==> config.mk <==
export PLATFORM = sky130hd
export DESIGN_NAME = mem_arbiter_rr
export DESIGN_NICKNAME = d
export VERILOG_FILES = /design/src/rtl/mem_arbiter_rr.sv
export SDC_FILE = /design/constraint.sdc
export NUM_CORES = 1
export LEC_CHECK = 0
export CAP_MARGIN = 20
export CORE_AREA = 2 2 169 171
export DETAILED_ROUTE_END_ITERATION = 10
export DIE_AREA = 0 0 171 173
export SLEW_MARGIN = 0
export SYNTH_ARGS = -nofsm -noshare
export SYNTH_HDL_FRONTEND = slang
export SYNTH_SLANG_ARGS = --single-unit
==> constraint.sdc <==
create_clock -name CLK -period 2.4 [get_ports CLK]
set_input_delay 0.48 -clock CLK [delete_from_list [all_inputs] [get_ports CLK]]
set_output_delay 0.48 -clock CLK [all_outputs]
set_load 0.01 [all_outputs]
==> src/rtl/mem_arbiter_rr.sv <==
// Round-robin arbiter for per-CPU instruction/data cache requests onto one RAM port.
// The grant is registered; data outranks instruction fetches except when a fetch has starved.
module mem_arbiter_rr #(
    parameter int unsigned CPUS         = 2,
    parameter int unsigned ADDR_W       = 32,
    parameter int unsigned DATA_W       = 32,
    parameter int unsigned MAX_DATA_RUN = 4
) (
    input  logic                     CLK,
    input  logic                     RST,
    input  logic [CPUS-1:0]          iREN,
    input  logic [CPUS*ADDR_W-1:0]   iaddr,
    input  logic [CPUS-1:0]          dREN,
    input  logic [CPUS-1:0]          dWEN,
    input  logic [CPUS*ADDR_W-1:0]   daddr,
    input  logic [CPUS*DATA_W-1:0]   dstore,
    output logic [CPUS-1:0]          iwait,
    output logic [CPUS-1:0]          dwait,
    output logic [CPUS*DATA_W-1:0]   iload,
    output logic [CPUS*DATA_W-1:0]   dload,
    input  logic [1:0]               ramstate,
    input  logic [DATA_W-1:0]        ramload,
    output logic                     ramREN,
    output logic                     ramWEN,
    output logic [ADDR_W-1:0]        ramaddr,
    output logic [DATA_W-1:0]        ramstore
);

    localparam int unsigned IW = (CPUS > 1) ? $clog2(CPUS) : 1;
    localparam int unsigned RW = $clog2(MAX_DATA_RUN + 1);
    localparam logic [1:0] RamAccess = 2'd2;

    typedef enum logic {StIdle, StGrant} state_e;

    state_e          state_q, state_d;
    logic            cls_q, cls_d;        // 1: data class, 0: instruction class
    logic [IW-1:0]   gidx_q, gidx_d;
    logic [IW-1:0]   dptr_q, dptr_d;
    logic [IW-1:0]   iptr_q, iptr_d;
    logic [RW-1:0]   run_q, run_d;

    logic [CPUS-1:0] dreq;
    logic            g_live;
    logic [IW-1:0]   gidx_nxt;

    assign dreq     = dREN | dWEN;
    assign g_live   = cls_q ? dreq[gidx_q] : iREN[gidx_q];
    assign gidx_nxt = (gidx_q == IW'(CPUS - 1)) ? '0 : gidx_q + 1'b1;
    assign iload    = {CPUS{ramload}};
    assign dload    = {CPUS{ramload}};

    // First requester at or above ptr, wrapping modulo CPUS.
    function automatic logic [IW-1:0] rr_pick(input logic [CPUS-1:0] req, input logic [IW-1:0] ptr);
        logic [IW-1:0] pick;
        logic          found;
        int unsigned   idx;
        pick  = ptr;
        found = 1'b0;
        for (int unsigned off = 0; off < CPUS; off++) begin
            idx = (32'(ptr) + off) % CPUS;
            if (!found && req[IW'(idx)]) begin
                pick  = IW'(idx);
                found = 1'b1;
            end
        end
        return pick;
    endfunction

    always_comb begin
        state_d  = state_q;
        cls_d    = cls_q;
        gidx_d   = gidx_q;
        dptr_d   = dptr_q;
        iptr_d   = iptr_q;
        run_d    = run_q;
        ramREN   = 1'b0;
        ramWEN   = 1'b0;
        ramaddr  = '0;
        ramstore = '0;
        iwait    = '1;
        dwait    = '1;
        unique case (state_q)
            StIdle: begin
                if ((|dreq) || (|iREN)) begin
                    state_d = StGrant;
                    if ((|iREN) && (!(|dreq) || run_q == RW'(MAX_DATA_RUN))) begin
                        cls_d  = 1'b0;
                        gidx_d = rr_pick(iREN, iptr_q);
                    end else begin
                        cls_d  = 1'b1;
                        gidx_d = rr_pick(dreq, dptr_q);
                    end
                end
            end
            StGrant: begin
                if (!g_live) begin
                    // Abort: requester withdrew, leave pointers and run count alone.
                    state_d = StIdle;
                end else begin
                    if (cls_q) begin
                        ramWEN   = dWEN[gidx_q];
                        ramREN   = !dWEN[gidx_q];
                        ramaddr  = daddr[32'(gidx_q)*ADDR_W +: ADDR_W];
                        ramstore = dstore[32'(gidx_q)*DATA_W +: DATA_W];
                    end else begin
                        ramREN   = 1'b1;
                        ramaddr  = iaddr[32'(gidx_q)*ADDR_W +: ADDR_W];
                    end
                    if (ramstate == RamAccess) begin
                        state_d = StIdle;
                        if (cls_q) begin
                            dwait[gidx_q] = 1'b0;
                            dptr_d        = gidx_nxt;
                            if (|iREN) begin
                                run_d = (run_q == RW'(MAX_DATA_RUN)) ? run_q : run_q + 1'b1;
                            end else begin
                                run_d = '0;
                            end
                        end else begin
                            iwait[gidx_q] = 1'b0;
                            iptr_d        = gidx_nxt;
                            run_d         = '0;
                        end
                    end
                end
            end
            default: state_d = StIdle;
        endcase
    end

    always_ff @(posedge CLK or posedge RST) begin
        if (RST) begin
            state_q <= StIdle;
            cls_q   <= 1'b0;
            gidx_q  <= '0;
            dptr_q  <= '0;
            iptr_q  <= '0;
            run_q   <= '0;
        end else begin
            state_q <= state_d;
            cls_q   <= cls_d;
            gidx_q  <= gidx_d;
            dptr_q  <= dptr_d;
            iptr_q  <= iptr_d;
            run_q   <= run_d;
        end
    end

endmodule
Word-level counts from Yosys, hierarchy flattened
Index checks and enable logic that the tools add are counted.

storage, ports and cells
  logic and storage cells = 99
  flip-flop bits (word level) = 8
  output and inout port bits = 198
  ROM bits = 0
  RAM bits = 0
  bits in latches = 0
  memories kept = 0

cells by class
  equal/unequal tests = 3
  bitwise operators = 4
  multiply operators = 0
  multiplexer cells = 57
  divide/modulo/power cells = 0
  magnitude comparators = 6
  shift-type cells = 3
  reductions and logical operators = 16
  add/sub/neg operators = 4

operator list
  cell                                                                   number
  32-bit two-way mux                                                     6
  64-bit by 7-bit indexed part select with 32-bit output                 3
  1-bit two-way mux                                                      38
  2-bit two-way mux                                                      8
  4-bit AND reduction                                                    3
  1-bit by 2-bit < comparator with 1-bit output (second input constant)  5
  3-bit two-way mux                                                      3
  1-bit logical AND                                                      4
  1-bit zero test                                                        4
  2-bit OR reduction                                                     2
  1-bit adder (second input constant)                                    3
  3-bit by 1-bit adder with 3-bit output (second input constant)         1
  3-bit equality test (second input constant)                            1
  3-bit inequality test (second input constant)                          1
  2-bit equality test (second input constant)                            1
  1-bit logical OR                                                       2
  1-bit inverter                                                         2
  2-bit inverter                                                         1
  2-bit OR                                                               1
  1-bit case mux with 2 select lines                                     1
  2-bit AND reduction                                                    1
  1-bit demux with 1-bit select                                          1
  1-bit greater-or-equal comparator (second input constant)              1

Longest topological paths before layout
Gate-level depths: netlist of run 1.

  word-level depth = 12
  gate-level depth with buffers = 6
  depth with buffers taken out = 6

Worst setup path before layout of run 1
No wires, ideal clock.

  kind = reg-to-output
  from = register gidx_q
  to = output ramaddr[23]
  buffers on the path = 3
  data arrival time = 1621 ps
  setup slack = 299 ps
  stages on the path, launching flop included = 7
  cells stage by stage = dfrtp_1 buf_6 nor3b_1 a311oi_2 buf_2 clkbuf_1 and3_1

between the ends
  cells in the longest elaborated chain, start to end = 5

RTL lines
  element                                                                                                         RTL line  source
  from (decl)                                                                                                     37        logic [IW-1:0] gidx_q, gidx_d;
  from (signal assigned)                                                                                          142       gidx_q <= gidx_d;
  parallel branches: the longest is 3 deep, another holds 64-bit by 7-bit indexed part select with 32-bit output  --
  32-bit two-way mux (*)                                                                                          96        if (!g_live) begin
  32-bit two-way mux (*)                                                                                          82        unique case (state_q)
  to (decl)                                                                                                       25        output logic [ADDR_W-1:0] ramaddr,

Mark *: on every way between the ends. The select of a mux whose other input is x is not followed.

Final worst setup path of run 1
  from = register gidx_q
  to = output ramstore[23]

between the ends
  cells in the longest elaborated chain, start to end = 5

RTL lines
  element                                                                                                         RTL line  source
  parallel branches: the longest is 3 deep, another holds 64-bit by 7-bit indexed part select with 32-bit output  --
  32-bit two-way mux (*)                                                                                          96
  32-bit two-way mux (*)                                                                                          82
  to (decl)                                                                                                       26        output logic [DATA_W-1:0] ramstore

Marked as above.

==> flow_metrics.tcl, run 1 <==
set metrics [dict create \
    status "finished, violations left" \
    violations "negative setup slack" \
    r2r-start "gidx_q" \
    crit_top_cell "buf_6" \
    required_ns 1.92 \
    p_leak_nw 2.39 \
    fin_skew_ns 0.00398 \
    cts.sinks 8 \
    grt_first_pass_wirelength_mm 20.2 \
    setup_violations 21 \
    p_per_area_mw_per_mm2 969 \
    cts.path.max_buffers 2 \
    detail_route.iter0.violations 117 \
    grt-ovfl-total 0 \
    peakVddDrop_mv 0.354 \
    firstDrtPassIters 4 \
    grt_start_max_net_pins 62 \
    die_w_um 171 \
    place_ws_ns -0.760 \
    fin_ws_ns -0.113 \
    dieArea_sq_mm 0.0296 \
    cts_tree "built" \
    grt_usage_pct 9.03 \
    start_util_pct 10.9 \
    finalHoldWorstSlack_ns 0.514 \
    synth_nets 577 \
    cts_made_buffers 3 \
    cts-root-buf "clkbuf_16" \
    ys_warn_count 0 \
    ys_seq_area_share_pct 6.66 \
    crit_path_max_incr_delay_ns 0.48 \
    num_rows 61 \
    async_flop_share_pct 100 \
    detail-route-antenna-nets 0 \
    vias_per_cell 3.52 \
    antenna_found_initial 2 \
    period_share_pct 105 \
    coreArea_sq_mm 0.0276 \
    ios 432 \
    synth-seq-cells 8 \
    syn_avg_cell_area_sq_um 8.82 \
    routedWlPerCell_um 15.9 \
    start_kind "register" \
    postLayoutCellArea_sq_mm 0.00577 \
    worstSetupEndpoint "ramstore[23]" \
    syn_area_sq_mm 0.00301 \
    hold_path.class "register to register" \
    path_max_fanout 7 \
    grt_pass1_vias 3344 \
    portBuffers 271 \
    drive_above_1_share_pct 37.8 \
    grt_setup_unrepaired "yes" \
    via_count 3131 \
    maxSlewViolCount 0 \
    r2r_end "run_q[0]" \
    max_freq_mhz 398 \
    slew_headroom_pct 72.9 \
    nets 748 \
    synth_flop_cell "dfrtp_1" \
    crit_arrival_ns 2.03 \
    syn_inst 341 \
    final_hold_viol_count 0 \
    critPathLaunch "gidx_q" \
    crit_chain "buf_6 > a311oi_4 > buf_6 > nand3_4 > buf_12 > buf_16 > buf_6 > nor2_1 > buf_2" \
    worst_slew_pin_slew_ns 0.406 \
    routed_wl_mm 14.2 \
    hpwl_mm 11.4 \
    critical_path_class "register to output pin" \
    clk_pin_slew_ns 0.04 \
    globalplace.congestion 0.828 \
    area_growth_pct 92.0 \
    min_from "iptr_q" \
    clk_latency_ns 0.24 \
    htree_levels 1 \
    dpl_cell_area_sq_mm 0.00541 \
    crit_slowest_cell "dfrtp_4" \
    regToRegSetupSlack_ns 0.15 \
    drv_cap 0 \
    rr_worst_depth 7 \
    filler_cell_count 3113 \
    synth_edf_count 0 \
    p_total_w 0.00559 \
    synth_cell_types 36 \
    fin_crit_ns 2.51 \
    die_y_um 173 \
    drc 0 \
    cp-end-kind "output pin" \
]
==> per-stage QoR <==
stage / utilization (%) / instances / TNS [ns]
floorplan: - / 341 / 0
global placement: 19.6 / 868 / -45.26
detailed placement: 19.6 / 868 / -44.01
CTS: 20.7 / 888 / -3.63
global route: 20.9 / 889 / -3.86
finish: 20.9 / 890 / -0.976
==> area by class of cell <==
class	instances	area (sq um)	share of cell area, %
clock buffers	4	78.8	1.37
flip-flops and latches	8	208	3.60
inverters	4	15.0	0.260
diodes	1	2.50	0.0433
repair buffers	319	3090	53.5
well taps	378	473	8.19
multi-input cells	176	1910	33.0
==> synthesized netlist by cell type, drive strengths merged (3+ instances only) <==
| master | n | area [sq um] |
|---|---|---|
| nor2 | 38 | 143 |
| buf | 140 | 1030 |
| dfrtp | 8 | 200 |
| nand4 | 3 | 18.8 |
| nand2b | 3 | 18.8 |
| mux2 | 4 | 48.8 |
| and3 | 33 | 211 |
| mux2i | 32 | 320 |
| inv | 4 | 15.0 |
| a21oi | 3 | 15.0 |
| mux4 | 32 | 721 |
| nand2 | 5 | 18.8 |
| clkbuf | 13 | 48.8 |
==> registers in the layout (all words and copies together) (netlist names) <==
| register | flops |
|---|---|
| cls_q | 1 |
| dptr_q | 1 |
| gidx_q | 1 |
| iptr_q | 1 |
| run_q | 3 |
| state_q | 1 |
==> per-layer routing <==
| layer | global-route usage (%) | part of all wire (%) |
|---|---|---|
| met1 | 11.4 | 42 |
| met2 | 14.7 | 45 |
| met3 | 3.00 | 11 |
| met4 | 2.51 | 2.5 |
| met5 | 0 | 0 |
==> power breakdown <==
part	internal, W	total [W]	switching [W]
Sequential	0.000210	0.000296	0.0000865
Clock	0.000222	0.000295	0.0000733
Combinational	0.00280	0.00500	0.00220
==> critical path, delay by kind of cell (launching register included) <==
family / cells / cell delay (ns)
AOI/OAI and AO/OA: 1 / 0.29
and+or+nand+nor: 2 / 0.17
buffers and inverters: 6 / 0.83
DFF: 1 / 0.48
==> cell families (layout without fill, tap and decap cells) <==
| kind of cell | Yosys count | after routing | synth area share, % |
|---|---|---|---|
| AND/OR/NAND/NOR | 92 | 92 | 16.1 |
| flip-flops | 8 | 8 | 6.66 |
| buffers and inverters | 157 | 327 | 36.4 |
| AO/OA/AOI/OAI | 14 | 14 | 3.83 |
| multiplexers | 68 | 68 | 36.2 |
| adder cells (fa/ha/maj) | 2 | 2 | 0.832 |
| other | 0 | 1 | 0 |
==> worst min path at each step <==
stage | cells after the start | slack [ns] | end
2_1_floorplan | 1 | 0.30 | cls_q
3_3_place_gp | 1 | 0.49 | iptr_q
3_5_place_dp | 1 | 0.51 | iptr_q
4_1_cts | 1 | 0.52 | iptr_q
5_1_grt | 1 | 0.52 | iptr_q
6_report | 1 | 0.51 | iptr_q
==> repair_timing <==
item	in CTS	in global routing
setup buffers	12	0
pin swaps	21	6
resized for setup	291	63
endpoints found under the setup margin	70	66
hold buffers	0	0
endpoints found under the hold margin	0	0
gates cloned	4	1
==> cell usage in the layout, fill, tap and decap left out, types with 2 or more instances in the layout <==
master / synthesis / layout
ha_1: 2 / 2
buf_12: 0 / 6
a21oi_1: 3 / 2
mux4_2: 32 / 32
buf_2: 7 / 40
nand2b_4: 0 / 2
dlygate4sd2_1: 0 / 6
clkbuf_16: 0 / 4
nand4_1: 3 / 3
buf_4: 130 / 22
nand3b_1: 2 / 2
nand2_1: 5 / 4
clkdlybuf4s50_1: 0 / 195
mux2i_1: 32 / 32
nor2_2: 0 / 12
mux2_2: 3 / 2
a41oi_1: 2 / 2
mux2_4: 1 / 2
clkdlybuf4s15_2: 0 / 4
dfrtp_1: 8 / 6
buf_6: 1 / 30
clkbuf_2: 0 / 9
and3_4: 1 / 6
nor2_1: 38 / 19
nor2_4: 0 / 7
and3_1: 32 / 27
buf_16: 0 / 5
o32a_1: 2 / 2
dfrtp_4: 0 / 2
inv_1: 4 / 4
Note: power is estimated with default switching activity, not from simulation.
==> run 2: changes to the inputs <==
GPL_TIMING_DRIVEN = 0   (was not set)
==> run 2 against run 1 <==
  * The run still ends with negative setup slack left
  * Clock power fell by 4%
  * Maximum frequency grew 0.24%
  * Cell area increased by 39%
  * Critical path depth down 3
  * Wire length rose by 22%
  * Count of clock-buffer cells in the layout is 1 lower
  * Utilization up 8.1 points
  * Register-to-register slack better by 0.30 ns
  * Global-route usage is 1.7 points higher
  * Via count up 31%
==> flow_metrics.tcl, run 2 (synthesis gave the netlist of run 1 again) <==
set metrics [dict create \
    status "finished, violations left" \
    violations "negative setup slack" \
    slew_headroom_pct 71.2 \
    cts_made_buffers 3 \
    dieArea_sq_mm 0.0296 \
    required_ns 1.92 \
    met1_length_mm 6.54 \
    grt_first_pass_wirelength_mm 24.3 \
    routed_wl_mm 17.3 \
    firstDrtPassIters 4 \
    seqCellArea_sq_um 200 \
    ios 432 \
    fin_ws_ns -0.107 \
    r2r_end "iptr_q" \
    r2r-start "cls_q" \
    final_hold_viol_count 0 \
    grt_setup_unrepaired "yes" \
    fin_skew_ns 0.000260 \
    path_max_fanout 10 \
    routedWlPerCell_um 14.9 \
    pwr-share-seq_pct 4.2 \
    p_per_area_mw_per_mm2 753 \
    final_util_pct 29.0 \
    clk_pin_slew_ns 0.04 \
    coreArea_sq_mm 0.0276 \
    crit_arrival_ns 2.03 \
    cts_tree "built" \
    setup_violations 36 \
    drive_above_1_share_pct 40.9 \
    detail_route.iter0.violations 138 \
    period_share_pct 104 \
    drv_cap 0 \
    p_leak_nw 3.52 \
    rr_worst_depth 9 \
    regToRegSetupSlack_ns 0.45 \
    maxSlewViolCount 0 \
    drc 0 \
    max_freq_mhz 399 \
    via_count 4102 \
    largest_reg_flops 3 \
    fin_crit_ns 2.51 \
    cts-root-buf "clkbuf_16" \
    antenna_found_initial 2 \
    switchingPower_w 0.00248 \
    filler_cell_count 2997 \
    maxUsedRoutingLayer "met5" \
    globalplace.congestion 0.800 \
    detail-route-antenna-nets 0 \
    clk_latency_ns 0.23 \
    clockPowerShare_pct 4.7 \
    die_w_um 171 \
    whs_path_depth 1 \
    grt_usage_pct 10.8 \
    grt_start_max_net_pins 11 \
    largest-register "run_q" \
    hpwl_mm 14.7 \
    num_rows 61 \
    postLayoutCellArea_sq_mm 0.00800 \
    grt-ovfl-total 0 \
    dpl.cell_count 1118 \
    cts_hold_buf 0 \
    die_y_um 173 \
    dpl_cell_area_sq_mm 0.00747 \
    finalHoldWorstSlack_ns 0.507 \
    start_util_pct 10.9 \
    layout.cells.non_filler 1155 \
    nets 1014 \
    holdPathEnd "dptr_q" \
    grt_pass1_vias 4239 \
    cts.sinks 8 \
    cp-end-kind "output pin" \
    hold_path.class "register to register" \
    vias_per_cell 3.55 \
    worst_slew_pin_slew_ns 0.428 \
    final_common_cell "clkdlybuf4s50_1" \
    dr_wl_met2_mm 9.02 \
    critical_path_class "register to output pin" \
    dr_wl_met3_mm 1.51 \
    min_from "dptr_q" \
    p_sw_share_pct 41.1 \
    htree_levels 1 \
    start_kind "register" \
    multi_input_area_sq_mm 0.00188 \
    peakVddDrop_mv 0.430 \
    area_growth_pct 166 \
    final_cell_mix "clkdlybuf4s50_1, buf_4, buf_2" \
    p_int_w 0.00355 \
    pwr-share-comb_pct 91.1 \
    portBuffers 399 \
    cts.path.max_buffers 2 \
]
run 2: power groups by stage:
stage / clock (W) / combinational [W] / sequential, W
floorplan: 0 / 0.00241 / 0.000231
global placement: 0 / 0.00471 / 0.000240
detailed placement: 0 / 0.00471 / 0.000242
CTS: 0.000292 / 0.00521 / 0.000250
global route: 0.000299 / 0.00585 / 0.000262
finish: 0.000283 / 0.00549 / 0.000255
run 2: timing repair:
item | in CTS | in global routing
pin swaps | 4 | 6
setup buffers | 18 | 12
resized for setup | 305 | 88
gates cloned | 4 | 0
endpoints found under the setup margin | 71 | 68
run 2: worst max-delay path, stage by stage, from the launching register on:
cell and delay, ns:
dfrtp_1 0.36, buf_6 0.14, or4b_4 0.55, buf_12 0.16
clkbuf_16 0.16, and3_1 0.14, dlygate4sd2_1 0.28
run 2: cell type report:
| type | instances | area share [%] |
|---|---|---|
| well taps | 378 | 5.91 |
| flip-flops and latches | 8 | 2.50 |
| repair buffers | 432 | 50.9 |
| plain buffers | 153 | 16.1 |
| inverters | 4 | 0.188 |
| clock buffers | 3 | 0.938 |
| diodes | 1 | 0.0313 |
| multi-input cells | 176 | 23.4 |
run 2: routing by layer:
metal,vias up,GRT usage [%]
met5,-,0
met4,2,0.953
met3,10,2.91
met2,233,20.5
met1,1893,12.2
li1,1964,-
run 2: stage by stage:
step	total power (W)	worst slack [ns]	TNS (ns)
final	0.00603	-0.107	-2.09
after global routing	0.00642	-0.215	-7.41
after CTS	0.00575	-0.129	-5.02
after detailed placement	0.00495	-1.31	-76.01
after global placement	0.00495	-1.32	-75.78
after floorplan	0.00264	0.299	0
run 2: worst max path at each step:
stage                 start      endpoint  slack, ns  cells past startpoint
floorplan            gidx_q   ramaddr[23]       0.30                      6
global placement    iREN[1]   ramaddr[25]      -1.32                      7
detailed placement  iREN[1]   ramaddr[28]      -1.31                      7
CTS                  gidx_q   ramaddr[29]      -0.13                      6
global route          cls_q  ramstore[28]      -0.22                      9
finish               gidx_q   ramaddr[23]      -0.11                      6
==> run 3: changes to the inputs <==
PLACE_DENSITY = 0.42   (was not set)
==> run 3 against run 2 <==
  * The run still ends with negative setup slack left
  * Highest routed layer unchanged
  * Sequential share of layout area is essentially flat
  * Critical endpoint is now ramstore[7]
  * Wire length grew 3.5%
  * Final cell count unchanged
  * Register-to-register slack got worse by 0.09 ns
  * Combinational power about the same
  * Utilization up 0.15 points
  * Critical path type is now primary input to output pin
  * First-iteration DRC count shrank 62%
==> flow_metrics.tcl, run 3 (synthesis gave the netlist of run 1 again) <==
set metrics [dict create \
    die_w_um 171 \
    fin_crit_ns 2.46 \
    dpl.cell_count 1118 \
    num_rows 61 \
    worst_slew_pin_slew_ns 0.573 \
    grt_first_pass_wirelength_mm 25.2 \
    rr_worst_depth 7 \
    hold_path.class "register to register" \
    firstDrtPassIters 4 \
    r2r_end "run_q[0]" \
    crit_slowest_cell "clkdlybuf4s15_2" \
    setup_violations 21 \
    whs_path_depth 1 \
    critical_path.top_delay_family "buffers and inverters" \
    routed_wl_mm 17.9 \
    dpl_cell_area_sq_mm 0.00747 \
    antenna_found_initial 1 \
    required_ns 1.92 \
    coreArea_sq_mm 0.0276 \
    place_ws_ns -1.43 \
    die_y_um 173 \
    p_leak_nw 3.54 \
    start_util_pct 10.9 \
    cts.sinks 8 \
    final_common_cell "clkdlybuf4s50_1" \
    dieArea_sq_mm 0.0296 \
    clk_latency_ns 0.23 \
    cts.path.max_buffers 2 \
    grt-ovfl-total 0 \
    pwr-share-seq_pct 4.1 \
    maxSlewViolCount 0 \
    final_hold_viol_count 0 \
    via_count 4081 \
    globalplace.congestion 0.726 \
    crit_chain "clkdlybuf4s15_2 > o31ai_2 > a311oi_2 > buf_4 > nand3_4 > clkbuf_16 > buf_8 > nor2_1 > buf_2" \
    cts-root-buf "clkbuf_16" \
    crit_arrival_ns 1.98 \
    htree_levels 1 \
    finalHoldWorstSlack_ns 0.496 \
    cts_hold_buf 0 \
    ios 432 \
    holdPathEnd "iptr_q" \
    regToRegSetupSlack_ns 0.36 \
    grt_setup_unrepaired "yes" \
    final_cell_mix "clkdlybuf4s50_1, buf_4, buf_2" \
    portBuffers 399 \
    grt_pass1_vias 4253 \
    largest-register "run_q" \
    drc 0 \
    nets 1013 \
    path_max_fanout 7 \
    min_from "iptr_q" \
    crit_path_max_incr_delay_ns 0.25 \
    switchingPower_w 0.00244 \
    period_share_pct 102 \
    clk_pin_slew_ns 0.04 \
    largest_reg_flops 3 \
    critical_path_class "primary input to output pin" \
    status "finished, violations left" \
    fin_ws_ns -0.0597 \
    p_sw_share_pct 40.3 \
    r2r-start "gidx_q" \
    fin_skew_ns 0.00311 \
    layout.cells.non_filler 1155 \
    clockPowerShare_pct 4.6 \
    detail-route-antenna-nets 0 \
    cts_tree "built" \
    p_per_area_mw_per_mm2 752 \
    routedWlPerCell_um 15.5 \
    peakVddDrop_mv 0.386 \
    violations "negative setup slack" \
    vias_per_cell 3.53 \
    grt_start_max_net_pins 11 \
    area_growth_pct 167 \
    max_freq_mhz 407 \
    hpwl_mm 15.1 \
    cts_made_buffers 3 \
    pwr-share-comb_pct 91.3 \
    path_buf_inv 5 \
    drv_cap 0 \
    grt_usage_pct 11.0 \
    p_total_w 0.00605 \
    p_int_w 0.00361 \
    slew_headroom_pct 61.5 \
    drive_above_1_share_pct 41.5 \
    cp-end-kind "output pin" \
    detail_route.iter0.violations 52 \
    postLayoutCellArea_sq_mm 0.00804 \
    start_kind "primary input" \
]
==> run 3: worst max path at each step <==
stage	cells after the start	end	startpoint
global placement	7	ramaddr[24]	iREN[1]
floorplan	6	ramaddr[23]	gidx_q
finish	9	ramstore[7]	iREN[0]
global route	9	ramstore[7]	cls_q
CTS	9	ramstore[7]	gidx_q
detailed placement	7	ramaddr[29]	iREN[1]
==> run 3: per-layer routing <==
| metal | vias to the layer above | part of all wire, % | wire, um | track usage [%] |
|---|---|---|---|---|
| li1 | 1958 | - | - | - |
| met1 | 1875 | 34 | 6100 | 11.2 |
| met2 | 242 | 56 | 9960 | 22.7 |
| met3 | 4 | 9.7 | 1730 | 2.56 |
| met4 | 2 | 0.38 | 68 | 1.48 |
| met5 | - | 0.073 | 13 | 0 |
==> run 3: power groups by stage <==
stage	clock network [W]	logic [W]	registers (W)
CTS	0.000286	0.00521	0.000246
detailed placement	0	0.00472	0.000242
floorplan	0	0.00241	0.000231
finish	0.000281	0.00552	0.000245
global placement	0	0.00477	0.000244
global route	0.000292	0.00593	0.000256
==> run 3: final cells by class <==
cell class                      count  area, sq um
Fill cell                        3009        19600
Timing Repair Buffer              432         4110
Multi-Input combinational cell    176         1860
Buffer                            152         1310
Tap cell                          378          473
Sequential cell                     8          200
Clock buffer                        3         75.1
Inverter                            4         15.0
Antenna cell                        2         5.00
==> run 3: repair_timing <==
item | in CTS | in global routing
setup buffers | 20 | 8
gates resized for setup | 375 | 44
endpoints found under the hold margin | 0 | 0
pin swaps | 8 | 7
cloned | 3 | 2
setup endpoints to repair | 71 | 60
==> run 3: metrics by stage <==
| stage | util, % | setup TNS (ns) |
|---|---|---|
| detailed placement | 27.1 | -79.33 |
| floorplan | - | 0 |
| CTS | 28.3 | -2.05 |
| global placement | 27.1 | -81.10 |
| finish | 29.1 | -0.427 |
| global route | 29.1 | -3.31 |
